--- src/rtl/adder_pkg.sv ---
// Shared definitions for the bit-serial adder: FSM state encoding and the
// helper that sizes the bit counter.
// Ports: none (package only).
package adder_pkg;

  // ST_IDLE=0, ST_RUN=1, ST_DONE=2. The unused code 2'd3 is treated as IDLE.
  typedef enum logic [1:0] {
    ST_IDLE = 2'd0,
    ST_RUN  = 2'd1,
    ST_DONE = 2'd2
  } state_t;

  // The counter must hold 0..WIDTH-1. A minimum of 1 bit keeps the vector legal.
  function automatic int cnt_w(input int width);
    return (width > 1) ? $clog2(width) : 1;
  endfunction

endpackage

--- src/rtl/full_adder_cell.sv ---
// One-bit full adder, purely combinational.
// Ports: a, b, cin (addend bits and carry in); s (sum bit), cout (carry out).
module full_adder_cell (
  input  logic a,
  input  logic b,
  input  logic cin,
  output logic s,
  output logic cout
);

  assign s    = a ^ b ^ cin;
  assign cout = (a & b) | (cin & (a ^ b));

endmodule

--- src/rtl/serial_adder.sv ---
// Bit-serial WIDTH-bit adder: {CO,S} = X + Y + CI, one bit per clock, LSB first.
// Ports: clk, rst (sync, active-high); start/X/Y/CI request a new addition;
//        busy (RUN in progress), done (1-cycle pulse), S/CO result.
module serial_adder
  import adder_pkg::*;
#(
  parameter int WIDTH = 8
) (
  input  logic             clk,
  input  logic             rst,
  input  logic             start,
  input  logic [WIDTH-1:0] X,
  input  logic [WIDTH-1:0] Y,
  input  logic             CI,
  output logic             busy,
  output logic             done,
  output logic [WIDTH-1:0] S,
  output logic             CO
);

  localparam int            CW   = cnt_w(WIDTH);
  localparam logic [CW-1:0] LAST = CW'(WIDTH - 1);

  state_t           state;
  logic [WIDTH-1:0] a_q;
  logic [WIDTH-1:0] b_q;
  logic             c_q;
  logic [CW-1:0]    cnt;

  logic fa_s;
  logic fa_cout;

  full_adder_cell u_fa (
    .a    (a_q[0]),
    .b    (b_q[0]),
    .cin  (c_q),
    .s    (fa_s),
    .cout (fa_cout)
  );

  always_ff @(posedge clk) begin
    if (rst) begin
      state <= ST_IDLE;
      busy  <= 1'b0;
      done  <= 1'b0;
      S     <= '0;
      CO    <= 1'b0;
      cnt   <= '0;
      a_q   <= '0;
      b_q   <= '0;
      c_q   <= 1'b0;
    end else begin
      done <= 1'b0;
      case (state)
        ST_RUN: begin
          a_q <= a_q >> 1;
          b_q <= b_q >> 1;
          c_q <= fa_cout;
          // Sum bits enter at the MSB. After WIDTH shifts the bits are in natural order.
          S   <= {fa_s, S[WIDTH-1:1]};
          cnt <= cnt + CW'(1);
          if (cnt == LAST) begin
            CO    <= fa_cout;
            state <= ST_DONE;
            busy  <= 1'b0;
            done  <= 1'b1;
          end
        end
        // IDLE, DONE and the illegal encoding all behave as IDLE. DONE also
        // lasts only one cycle and accepts a back-to-back start.
        default: begin
          if (start) begin
            a_q   <= X;
            b_q   <= Y;
            c_q   <= CI;
            cnt   <= '0;
            S     <= '0;
            CO    <= 1'b0;
            state <= ST_RUN;
            busy  <= 1'b1;
          end else begin
            state <= ST_IDLE;
          end
        end
      endcase
    end
  end

endmodule
--- config.mk ---
export PLATFORM = sky130hd
export DESIGN_NAME = serial_adder
export DESIGN_NICKNAME = d
export VERILOG_FILES = /design/src/rtl/adder_pkg.sv /design/src/rtl/full_adder_cell.sv /design/src/rtl/serial_adder.sv
export SDC_FILE = /design/constraint.sdc
export NUM_CORES = 1
export LEC_CHECK = 0
export BUFFER_PORTS_ARGS = -buffer_cell sky130_fd_sc_hd__buf_2
export CORE_ASPECT_RATIO = 1.25
export CORE_MARGIN = 4
export CORE_UTILIZATION = 50
export CTS_CLUSTER_DIAMETER = 200
export DETAILED_ROUTE_END_ITERATION = 7
export GPL_ROUTABILITY_DRIVEN = 0
export PLACE_DENSITY = 0.74
export SLEW_MARGIN = 20
export SYNTH_ARGS = -nofsm -noshare
export SYNTH_HDL_FRONTEND = slang
export SYNTH_SLANG_ARGS = --single-unit
--- constraint.sdc ---
create_clock -name clk -period 1.6 [get_ports clk]
set_input_delay 0.08 -clock clk [delete_from_list [all_inputs] [get_ports clk]]
set_output_delay 0.08 -clock clk [all_outputs]
set_load 0.005 [all_outputs]
======== Word-level counts from Yosys, hierarchy flattened ========
Cells that the tools add are included.
word-level totals
  register bits ........................... 33
  word-level logic and storage cells ...... 45
  output and inout port bits .............. 11
operators by class
  muxes and demuxes ....................... 20
  bitwise operators ....................... 6
  add/subtract/negate cells ............... 1
  eq/ne operators ......................... 3
  reduce and logical (&&, ||, !) cells .... 4
operator list
  kind                 count
  $mux 7               4
  $mux 8               2
  $mux 1               10
  $mux 3               2
  $mux 2               2
  $reduce_or 2->1      2
  $add 3x1->3 const B  1
  $eq 3x3->1 const B   1
  $and 1x1->1          2
  $eq 2x1->1 const B   1
  $ne 2x2->1 const B   1
  $reduce_and 2->1     1
  $reduce_bool 2->1    1
  $xor 1x1->1          2
  $not 1->1            1
  $or 1x1->1           1

======== Longest topological paths before layout ========
  word-level depth ........................ 5
  mapped depth ............................ 5
  depth with buffers taken out ............ 5

======== Hierarchy ========
From an unflattened synthesis, not the netlist that was laid out.
second synthesis, totals
  cell total of the unflattened synthesis .. 144
  area, all modules ....................... 1421.4 µm²
modules (own cells, without submodules)
  module           area an instance (µm²)  sequential area each (µm²)  instances  cells each
  serial_adder     1401.3                  660.6                       1          143
  full_adder_cell  20.0                    0.0                         1          1

======== Least setup slack after synthesis ========
Ideal clock, no wire load.
  path kind ............................... register to register
  start ................................... register c_q
  end ..................................... register S[7]
  stages on the path, launching flop included .. 5
  required time ........................... 1.468 ns
  clock period less this slack ............ 1.116 ns
  library setup time ...................... 0.132 ns
  setup slack ............................. 0.484 ns
  arrival ................................. 0.984 ns
  buffers on the path ..................... 0
  cells stage by stage .................... dfxtp_1 -> inv_1 -> fa_1 -> nand2b_1 -> a21oi_1
between the ends
  longest elaborated chain between the ends .. 2
RTL lines
  what                      RTL line               source
  start: declaration        serial_adder.sv:27     logic c_q;
  start signal: assignment  serial_adder.sv:58     c_q <= fa_cout;
  $xor 1x1->1               full_adder_cell.sv:11  assign s = a ^ b ^ cin;
  $mux 8                    serial_adder.sv:54     case (state)
  end signal: assignment    serial_adder.sv:60     S <= {fa_s, S[WIDTH-1:1]};
  end: declaration          serial_adder.sv:17     output logic [WIDTH-1:0] S,
Every way passes these cells.
A chain may end at the register's enable or synchronous reset.

======== Final worst setup path ========
  start ................................... register state[1]
  end ..................................... register a_q[4]
between the ends
  longest elaborated chain between the ends .. 2
RTL lines
  what                                         RTL line            source
  start: declaration                           serial_adder.sv:24  state_t state;
  start signal: assignment                     serial_adder.sv:43  state <= ST_IDLE;
  start signal: assignment                     serial_adder.sv:64  state <= ST_DONE;
  start signal: assignment                     serial_adder.sv:79  state <= ST_RUN;
  $eq 2x1->1 (*)                               serial_adder.sv:54
  $mux 7 or $reduce_bool 2->1 (tied branches)  -
  end signal: assignment                       serial_adder.sv:56  a_q <= a_q >> 1;
  end: declaration                             serial_adder.sv:25  logic [WIDTH-1:0] a_q;
Mark *: on every way between the ends. The rest lies on a longest branch, timed or not.

==> impl_metrics.csv <==
group,metric,value,unit
status,status,"finished, final reports clean",
global_route,grt_use_met3,0.0596,
logic_synthesis,synth_cell_types,24,
setup_path,setup.worst_path.class,"flip-flop to flip-flop",
placement,portBuffers,30,
floorplanning,io_pins,31,
power,p_leak,0.000712,µW
clock_network,root_buffer,"clkbuf_4",
logic_synthesis,synth-seq-area-share,0.448,
route,first_pass_iters,4,
logic_synthesis,synth_cells,148,
logic_synthesis,yosysWarningCount,0,
finish,nNetsFinal,198,
route,drt_iter0_markers,41,
logic_synthesis,syn_nets,171,
timing,slew_viol_final,0,
clock_network,post_cts_resized,0,
timing,slew_headroom,0.557,
power,power.density,937,nW/µm²
global_route,grt_use_total,0.164,
clock_network,post_cts_buffers,0,
global_route,grt_pass1_wl,4870,µm
setup_path,crit_arrival,1.52,ns
clock_network,cts.htree.levels,2,
timing,max_freq,791,MHz
clock_network,path_clk_slew,0.09,ns
timing,hold_viol_final,0,
placement,dpl.hpwl,1950,µm
logic_synthesis,ys_top_cells_by_area,"dfxtp_1, mux2i_1, a211oi_1, nand3b_1, nor2_1",
global_route,grt_busiest_layer,"met2",
global_route,grt_use_met1,0.175,
route,drtAntennaViolNets,0,
route,wire_per_inst,13.3,µm
finish,drive_above_1_share,0.256,
global_route,grt_overflow_total,0,
finish,antenna_cells,0,
route,vias,1128,
clock_network,cts_buffers,5,
timing,tightest_slew,0.665,ns
clock_network,cts.sinks,33,
hold_path,min_path_type,"input pin to flip-flop",
global_route,met2_usage,0.292,
setup_path,critPathMaxFanout,13,
clock_network,clockBufferDepth,2,
timing,fin_tns_setup,0,ns
global_route,antenna_found_initial,0,
timing,fin_crit_sh,0.790,
clock_network,cts_tree,"yes",
setup_path,cp-start-kind,"flip-flop",
floorplanning,initial_core_util,0.535,
floorplanning,fp.coreArea,2760,µm²
route,viasPerCell,5.37,
timing,rsz0062_at_grt,"false",
route,drt-total-wl,2790,µm
floorplanning,num_rows,21,
power,vdd.ir_drop.worst,0.000556,V
logic_synthesis,yosys.area.top_type,"dfxtp_1",
route,drc,0,
timing,skew,0.00829,ns
logic_synthesis,syn_area,1480,µm²
floorplanning,die_y,68.7,µm
floorplanning,fp.dieArea,3890,µm²
timing,setup_viol,0,
timing,fin_crit,1.26,ns
setup_path,cp-end-kind,"flip-flop",
global_route,grt_pass1_vias,1137,
global_route,grt_max_degree,33,
timing,holdWs,0.0432,ns
clock_network,postCtsHoldBufs,0,
run,drv_cap,0,
floorplanning,die_w,56.6,µm
clock_network,insertion_delay,0.33,ns
logic_synthesis,synth_top_area_frac,0.448,
setup_path,required,1.85,ns
logic_synthesis,synth-seq-cells,33,
finish,synthToLayoutAreaGrowth,10.4,%
logic_synthesis,syn_area_per_cell,9.97,µm²
-- placed cells by master, fill, tap and decap left out --
cell type / instances
fa_1: 1
nor2b_1: 1
buf_4: 5
nand3b_1: 12
nand2_1: 10
o21ai_0: 1
ha_1: 2
mux2_4: 1
mux2i_1: 16
inv_1: 3
nand2b_1: 4
a211oi_2: 3
nor2_1: 18
clkbuf_1: 3
a21oi_1: 11
nor3_1: 2
a22oi_1: 1
o32ai_2: 1
o211a_1: 1
a211oi_1: 12
buf_2: 30
clkbuf_4: 5
dfxtp_1: 33
-- state kept, by name, indices dropped and copies added (netlist names) --
signal  flops
a_q         8
CO          1
b_q         8
c_q         1
busy        1
state       2
done        1
S           8
cnt         3
-- path summary, 6_finish.rpt --
check	start	endpoint	slack [ns]	depth (start not counted)
max	state[1]$_SDFFE_PP0P_	a_q[4]$_SDFFE_PP0P_	0.34	4
min	Y[7]	b_q[7]$_SDFFE_PP0P_	0.04	3
max reg2reg	state[1]$_SDFFE_PP0P_	a_q[4]$_SDFFE_PP0P_	0.34	4
min reg2reg	S[2]$_SDFFE_PP0P_	S[1]$_SDFFE_PP0P_	0.47	2
-- cell usage after synthesis --
| master | number |
|---|---|
| a211oi_1 | 12 |
| a211oi_2 | 3 |
| a21oi_1 | 11 |
| a22oi_1 | 1 |
| buf_2 | 1 |
| buf_4 | 3 |
| buf_6 | 6 |
| buf_8 | 1 |
| clkbuf_1 | 4 |
| dfxtp_1 | 33 |
| fa_1 | 1 |
| ha_1 | 2 |
| inv_1 | 3 |
| mux2_4 | 1 |
| mux2i_1 | 16 |
| nand2_1 | 10 |
| nand2b_1 | 4 |
| nand3b_1 | 12 |
| nor2_1 | 18 |
| nor2b_1 | 1 |
| nor3_1 | 2 |
| o211a_1 | 1 |
| o21ai_0 | 1 |
| o32ai_2 | 1 |
-- power breakdown --
group	total, µW	internal (µW)	switching [µW]
clock network	435	175	260
logic	204	95.5	108
registers	888	865	22.7
total	1530	1140	391
-- cells by family (layout without fill, tap and decap cells) --
family | Yosys count | after routing | synth area share
multiplexers | 17 | 17 | 0.119
AND/OR/NAND/NOR | 47 | 47 | 0.160
buffers and inverters | 18 | 46 | 0.0924
adder cells (fa/ha/maj) | 3 | 3 | 0.0305
flip-flops | 33 | 33 | 0.448
AO/OA/AOI/OAI | 30 | 30 | 0.150
-- critical path, cell delays in order, from the launching register on --
cell      delay [ns]
dfxtp_1         0.35
nand2b_1        0.33
buf_4           0.26
nor2_1          0.07
a211oi_2        0.19
-- routing by layer --
layer	vias up	share of wire
met1	528	0.42
li1	566	-
met3	5	0.065
met5	-	0
met2	29	0.50
met4	0	0.013
-- cell type report --
cell class | count | area, µm²
Clock buffer | 8 | 48.8
Sequential cell | 33 | 661
Tap cell | 34 | 42.5
Multi-Input combinational cell | 97 | 678
Timing Repair Buffer | 35 | 188
Fill cell | 265 | 1130
Inverter | 3 | 11.3
-- through the flow --
stage / setup slack (ns) / total power (µW) / utilization / instances / area (µm²)
after global placement: 0.402 / 1100 / 0.573 / 202 / 1580
after CTS: 0.328 / 1550 / 0.590 / 210 / 1630
final: 0.335 / 1530 / 0.590 / 210 / 1630
after floorplan: 0.484 / 1070 / - / 148 / 1480
after global routing: 0.177 / 1620 / 0.590 / 210 / 1630
after detailed placement: 0.351 / 1110 / 0.573 / 202 / 1580
(Power assumes the default switching activity.)
